$ cat src/rtl/clk_tick_monitor.sv
// Derived-clock period checker: measures TICK_IN rising-edge spacing in CLK100MHz cycles,
// qualifies it against EXP_PERIOD +/- TOL and reports LOCKED / FAULT status.
module clk_tick_monitor #(
    parameter int unsigned EXP_PERIOD = 2048,
    parameter int unsigned TOL        = 16,
    parameter int unsigned LOCK_COUNT = 4,
    parameter int unsigned CNT_W      = 20
) (
    input  logic             CLK100MHz,
    input  logic             RESETn,
    input  logic             TICK_IN,
    input  logic             CLEAR,
    output logic             LOCKED,
    output logic             FAULT,
    output logic [CNT_W-1:0] PERIOD,
    output logic             PERIOD_VALID,
    output logic [7:0]       ERR_COUNT
);

    localparam int unsigned GOOD_W = (LOCK_COUNT > 1) ? $clog2(LOCK_COUNT + 1) : 1;

    localparam logic [CNT_W-1:0]  WIN_LO    = CNT_W'(EXP_PERIOD - TOL);
    localparam logic [CNT_W-1:0]  WIN_HI    = CNT_W'(EXP_PERIOD + TOL);
    localparam logic [CNT_W-1:0]  TMO_VAL   = CNT_W'(EXP_PERIOD + TOL + 1);
    localparam logic [GOOD_W-1:0] GOOD_LAST = GOOD_W'(LOCK_COUNT - 1);

    typedef enum logic [1:0] {
        S_SEARCH,
        S_ACQUIRE,
        S_LOCKED,
        S_FAULT
    } state_t;

    state_t             state_q;
    logic [GOOD_W-1:0]  good_q;
    logic               locked_q;
    logic               fault_q;
    logic [7:0]         err_q;
    logic [CNT_W-1:0]   period_q;
    logic               pvalid_q;

    logic               sync1_q;
    logic               sync2_q;
    logic               prev_q;
    logic               rise_q;
    logic               rise_d;

    logic [CNT_W-1:0]   cnt_q;
    logic [CNT_W-1:0]   cnt_d;

    logic               in_win;
    logic               timeout;
    logic               go_fault;

    // Two-flop synchronizer, then a registered one-cycle rising-edge pulse.
    assign rise_d = sync2_q & ~prev_q;

    always_ff @(posedge CLK100MHz or negedge RESETn) begin
        if (!RESETn) begin
            sync1_q <= 1'b0;
            sync2_q <= 1'b0;
            prev_q  <= 1'b0;
            rise_q  <= 1'b0;
        end else begin
            sync1_q <= TICK_IN;
            sync2_q <= sync1_q;
            prev_q  <= sync2_q;
            rise_q  <= rise_d;
        end
    end

    // cnt holds the cycles elapsed since the previous edge during the edge cycle itself.
    always_comb begin
        cnt_d = cnt_q;
        if (CLEAR) begin
            cnt_d = '0;
        end else if (rise_q) begin
            cnt_d = CNT_W'(1);
        end else if (cnt_q != '1) begin
            cnt_d = cnt_q + 1'b1;
        end
    end

    always_ff @(posedge CLK100MHz or negedge RESETn) begin
        if (!RESETn) begin
            cnt_q <= '0;
        end else begin
            cnt_q <= cnt_d;
        end
    end

    assign in_win  = (cnt_q >= WIN_LO) && (cnt_q <= WIN_HI);
    assign timeout = ~rise_q && (cnt_q == TMO_VAL);

    // CLEAR has priority over any fault cause arriving in the same cycle.
    assign go_fault = ~CLEAR &&
                      (((state_q != S_FAULT) && timeout) ||
                       ((state_q == S_LOCKED) && rise_q && ~in_win));

    always_ff @(posedge CLK100MHz or negedge RESETn) begin
        if (!RESETn) begin
            state_q  <= S_SEARCH;
            good_q   <= '0;
            locked_q <= 1'b0;
            fault_q  <= 1'b0;
            err_q    <= '0;
            period_q <= '0;
            pvalid_q <= 1'b0;
        end else begin
            pvalid_q <= 1'b0;
            if (CLEAR) begin
                state_q  <= S_SEARCH;
                good_q   <= '0;
                locked_q <= 1'b0;
                fault_q  <= 1'b0;
            end else begin
                if (rise_q && (state_q != S_SEARCH)) begin
                    period_q <= cnt_q;
                    pvalid_q <= 1'b1;
                end
                if (go_fault) begin
                    state_q  <= S_FAULT;
                    locked_q <= 1'b0;
                    fault_q  <= 1'b1;
                    if (err_q != '1) begin
                        err_q <= err_q + 1'b1;
                    end
                end else begin
                    case (state_q)
                        S_SEARCH: begin
                            if (rise_q) begin
                                state_q <= S_ACQUIRE;
                                good_q  <= '0;
                            end
                        end
                        S_ACQUIRE: begin
                            if (rise_q) begin
                                if (!in_win) begin
                                    good_q <= '0;
                                end else if (good_q == GOOD_LAST) begin
                                    state_q  <= S_LOCKED;
                                    locked_q <= 1'b1;
                                end else begin
                                    good_q <= good_q + 1'b1;
                                end
                            end
                        end
                        S_LOCKED: begin
                            locked_q <= 1'b1;
                        end
                        default: begin
                            fault_q <= 1'b1;
                        end
                    endcase
                end
            end
        end
    end

    assign LOCKED       = locked_q;
    assign FAULT        = fault_q;
    assign PERIOD       = period_q;
    assign PERIOD_VALID = pvalid_q;
    assign ERR_COUNT    = err_q;

endmodule

$ cat config.mk
export PLATFORM = sky130hd
export DESIGN_NAME = clk_tick_monitor
export DESIGN_NICKNAME = d
export VERILOG_FILES = /design/src/rtl/clk_tick_monitor.sv
export SDC_FILE = /design/constraint.sdc
export NUM_CORES = 1
export LEC_CHECK = 0
export BUFFER_PORTS_ARGS = -buffer_cell sky130_fd_sc_hd__buf_2
export CAP_MARGIN = 20
export CORE_UTILIZATION = 45
export DETAILED_ROUTE_END_ITERATION = 8
export PLACE_DENSITY_LB_ADDON = 0.15
export SLEW_MARGIN = 30
export SYNTH_ARGS = -nofsm -noshare
export SYNTH_HDL_FRONTEND = slang
export SYNTH_SLANG_ARGS = --single-unit
$ cat constraint.sdc
create_clock -name CLK100MHz -period 2.11 [get_ports CLK100MHz]
set_input_delay 0.422 -clock CLK100MHz [delete_from_list [all_inputs] [get_ports CLK100MHz]]
set_output_delay 0.422 -clock CLK100MHz [all_outputs]
set_load 0.05 [all_outputs]
* Word level (Yosys, flattened, before mapping) *
Cells that the tools add are included.

word-level totals
  flip-flop bits (word level) = 60
  input bits = 4
  output and inout bits = 31
  word-level logic and storage cells = 86

cells by class
  add/subtract/negate cells = 3
  $lt $le $gt $ge = 2
  equal/unequal tests = 16
  multiplexer cells = 28
  bitwise gates (word level) = 5
  reduce and logical (&&, ||, !) cells = 20

operators by type and width
  kind                                                   number
  2-to-1 mux 20 bit                                      3
  adder 20 x 1 -> 20 bit, second input constant          1
  equality test 20 x 12 -> 1 bit, second input constant  1
  >= comparator 20 x 11 -> 1 bit, second input constant  1
  <= comparator 20 x 12 -> 1 bit, second input constant  1
  inequality test 20 bit, second input constant          1
  inequality test 4 bit, second input constant           5
  2-to-1 mux 3 bit                                       6
  2-to-1 mux 2 bit                                       6
  2-to-1 mux 1 bit                                       10
  AND reduction 5 bit                                    2
  adder 8 x 1 -> 8 bit, second input constant            1
  inequality test 8 bit, second input constant           1
  nonzero test 4 bit                                     2
  logical AND 1 bit                                      7
  inequality test 3 bit, second input constant           2
  case mux 3 bit (2 select lines)                        1
  nonzero test 3 bit                                     2
  inequality test 2 bit, second input constant           2
  NOT 1 bit                                              4
  case mux 2 bit (2 select lines)                        1
  AND reduction 4 bit                                    1
  adder 3 x 1 -> 3 bit, second input constant            1
  equality test 3 x 2 -> 1 bit, second input constant    1
  11 further kinds                                       11

* Logic depth before layout (Yosys ltp) *
  depth in word-level cells = 8
  mapped depth = 9
  gate-level depth less buffers = 8

* Least setup slack after synthesis *
OpenSTA, ideal clock, no wires.

  path type = register -> register
  start = register cnt_q[0]
  end = register err_q[6], in the netlist ERR_COUNT[6]
  library setup time = 0.128 ns
  arrival = 1.839 ns
  required time = 1.982 ns
  path slack = 0.143 ns
  stages on the path, launching flop included = 9
  buffers on the path = 0
  period minus slack after synthesis = 1.967 ns
  path through = dfrtp_1 > inv_1 > ha_1 > nor3b_1 > o211ai_1 > a21oi_4 > o22ai_2 > nand4_1 > mux2_1

on the way
  longest elaborated chain between the ends = 7
  elaborated cells on any way between the ends = 11
  those cells by class = order compare: 2; eq/ne: 1; bitwise: 1; reduce/logical: 7

RTL lines
  item                                                                              RTL line  RTL
  start: declaration                                                                48        logic [CNT_W-1:0] cnt_q;
  start signal: assignment                                                          88        cnt_q <= cnt_d;
  >= comparator 20 x 11 -> 1 bit or <= comparator 20 x 12 -> 1 bit (tied branches)  92        assign in_win = (cnt_q >= WIN_LO) && (cnt_q <= WIN_HI);
  logical AND 1 bit                                                                 92
  NOT 1 bit                                                                         98        ((state_q == S_LOCKED) && rise_q && ~in_win));
  logical AND 1 bit                                                                 98
  logical OR 1 bit (*)                                                              97        (((state_q != S_FAULT) && timeout) ||
  logical AND 1 bit (*)                                                             96        assign go_fault = ~CLEAR &&
  AND reduction 3 bit (no line) (*)                                                 --
  end signal: assignment                                                            126       err_q <= err_q + 1'b1;
  end: declaration                                                                  38        logic [7:0] err_q;

Every way passes the cells marked *; elsewhere a longest branch is shown, timed or not.
A chain may end at the register's enable or synchronous reset.

* Worst setup path in the final report *
  start = register state_q[1]
  end = register good_q[0]

on the way
  longest elaborated chain between the ends = 7
  elaborated cells on any way between the ends = 18
  those cells by class = eq/ne: 7; mux: 3; reduce/logical: 8

RTL lines
  item                             RTL line  RTL
  start: declaration               34        state_t state_q;
  start signal: assignment         102       state_q <= S_SEARCH;
  start signal: assignment         112       state_q <= S_SEARCH;
  start signal: assignment         122       state_q <= S_FAULT;
  equality test 2 bit              98
  logical AND 1 bit (2 in a row)   98
  logical OR 1 bit                 97
  logical AND 1 bit                96
  inequality test 2 bit (no line)  --
  AND reduction 5 bit (no line)    --
  end signal: assignment           144       good_q <= good_q + 1'b1;
  end: declaration                 35        logic [GOOD_W-1:0] good_q;

Parallel ways exist; a longest one is shown, timed or not. The select of a mux whose other input is x is not followed.

==> qor.csv <==
metric,value,unit
outcome,"finished, final reports clean",
top_layer,met4,
critPathBufInv,0,
routabilityCongestion,0.770,
powerDensity,696,nW/um^2
synthAdderAreaFrac,4.30,%
drcViolationCount,0,
skew,0.00566,ns
m1WireLength,2.85,mm
critPathSlowestCell,dfrtp_1,
initial_core_util,47.8,%
crit_required,2.39,ns
routedWlPerCell,14.3,um
numCtsBuffers,9,
grt_pass1_wl,9.58,mm
slew_viol_final,0,
syn_to_final_growth,22.2,%
grt_use_total,19.5,%
maxSlewHeadroom,70.9,%
r2r_slack,0.10,ns
critPathLaunchType,register,
drt_wl_total,5.69,mm
drtAntennaViolNets,0,
cp_top_family,compound AO/OA/AOI/OAI gates,
port_buffers,34,
cp-end-kind,register,
hold_viol,0,
arrival,2.29,ns
ys_top_cells_by_area,"dfrtp_1, mux2_2, ha_1",
synth_top_area_cell,dfrtp_1,
syn_area,2910,sq um
post-route-util,58.4,%
clockBufferDepth,2,
synth_top_family_by_area,simple AND/OR/NAND/NOR gates,
p_leak,1.76,nW
dieArea,6800,sq um
grt_max_degree,61,
fin_hold_ws,0.0732,ns
synth.top_cell.area_share,51.5,%
synth_seq_cells,60,
final_area,3560,sq um
cts.clk_slew.worst_paths,0.07,ns
wl_met3,214,um
layout_commonest_cell,dfrtp_1,
wl_met2,2.54,mm
grt_pass1_vias,2013,
ioPinCount,35,
drt_iter0_drc,109,
die_x,82.5,um
drive_gt1_share,34.4,%
dp_hpwl,4.03,mm
ys_types,50,
vias_per_cell,5.33,
ys_seq_area_share,51.5,%
synth_compound_area_share,8.55,%
setup_viol,0,
cts_sinks,60,
place_area,3300,sq um
slowest_delay,0.42,ns
synth_fp_nets,271,
antenna_found_initial,0,
drt_pass1_iterations,4,
clk-insertion-delay-late,0.34,ns
netlist_instances,257,
cts_hold_buf,0,
cts_tree,yes,
worstSetupPathType,reg -> reg,
avgSynthCellArea,11.3,sq um
layout.nets,332,
timing.final.crit_share,95.2,%
htree_num_levels,3,
overflow,0,
synth_flop_cell,dfrtp_1,
critPathMaxFanout,4,
async_flop_share,100,%
mostFrequentLayoutCells,"dfrtp_1, buf_2, buf_4",
die_h,82.5,um
cp_cell_sequence,"ha_2, and4bb_2, nand4_1, a31o_1, a32o_1, a21oi_2, mux2_2",
core-area,6100,sq um
vias,2120,
ir_drop,0.000560,V
worstHoldPathType,in -> async,
drv_cap,0,
synthXorXnorAreaFrac,4.81,%
finalCriticalPeriod,2.01,ns
synthSimpleGateAreaFrac,18.6,%
synth_mux_area_share,8.89,%
timing.fmax,0.498,GHz
yosysWarningCount,0,
synth_edf_count,0,
num_antenna_cells,0,
num_rows,28,
tightestPinTransition,0.434,ns
clockRootBuffer,clkbuf_8,
-- synthesized netlist by cell type (all sizes together), types with 3 or more instances --
master and count:
nor4 3, nor2 20, nand2 14, nand4 9, a211oi 3, xor2 9, and3 9, or3 4
a31oi 4, buf 7, inv 11, nor2b 3, nor3 7, nand2b 3, mux2 23, ha 10
xnor2 7, dfrtp 60, o21ai 8, nand3 12, a21oi 8
-- state kept, by name, indices dropped and copies added (netlist names) --
signal,cells
ERR_COUNT,8
FAULT,1
LOCKED,1
PERIOD,20
PERIOD_VALID,1
cnt_q,20
good_q,3
prev_q,1
rise_q,1
state_q,2
sync1_q,1
sync2_q,1
-- logic make-up after synthesis --
group | after synthesis
and+or+nand+nor | 95
DFF | 60
AOI/OAI and AO/OA | 34
muxes | 23
buffers and inverters | 19
xor gates and xnor gates | 16
adders and majority gates | 10
-- worst paths after layout --
check	start	end	depth (start not counted)
worst max-delay path	state_q[1]	good_q[0]	7
worst min-delay path	RESETn	cnt_q[5]	2
worst max register to register	state_q[1]	good_q[0]	7
worst min register to register	sync1_q	sync2_q	0
max in group asynchronous	RESETn	state_q[0]	2
min in group CLK100MHz	TICK_IN	sync1_q	1
-- repair_timing --
item	4_1_cts	5_1_grt
endpoints found under the setup margin	0	6
setup buffers	0	3
resized for setup	0	4
-- area by class of cell --
cell class	count	area, sq um
clock buffer	11	141
clock inverter	5	75.1
fill	555	2540
inverter	11	41.3
multi-input combinational	178	1340
sequential	60	1500
tap	75	93.8
timing repair buffer	58	363
-- per-stage QoR --
stage / setup slack [ns] / instances / total power (W) / TNS [ns]
2_1_floorplan: 0.143 / 257 / 0.00131 / 0
3_3_place_gp: 0.125 / 379 / 0.00138 / 0
3_5_place_dp: 0.0877 / 379 / 0.00138 / 0
4_1_cts: 0.0722 / 395 / 0.00252 / 0
5_1_grt: -0.0112 / 398 / 0.00259 / -0.0120
6_report: 0.101 / 398 / 0.00248 / 0
-- layer usage --
| layer | track usage, % | up-vias |
|---|---|---|
| li1 | - | 1044 |
| met1 | 27.9 | 1028 |
| met2 | 26.7 | 38 |
| met3 | 6.92 | 10 |
| met4 | 7.37 | 0 |
| met5 | 0 | - |
-- report_power, final --
part / leakage [nW] / switching (W) / internal [W]
clock: 0.113 / 0.000431 / 0.000691
combinational: 0.825 / 0.000119 / 0.0000520
sequential: 0.825 / 0.0000121 / 0.00117
total: 1.76 / 0.000562 / 0.00191
No activity file was read; power rests on OpenSTA's default activity.
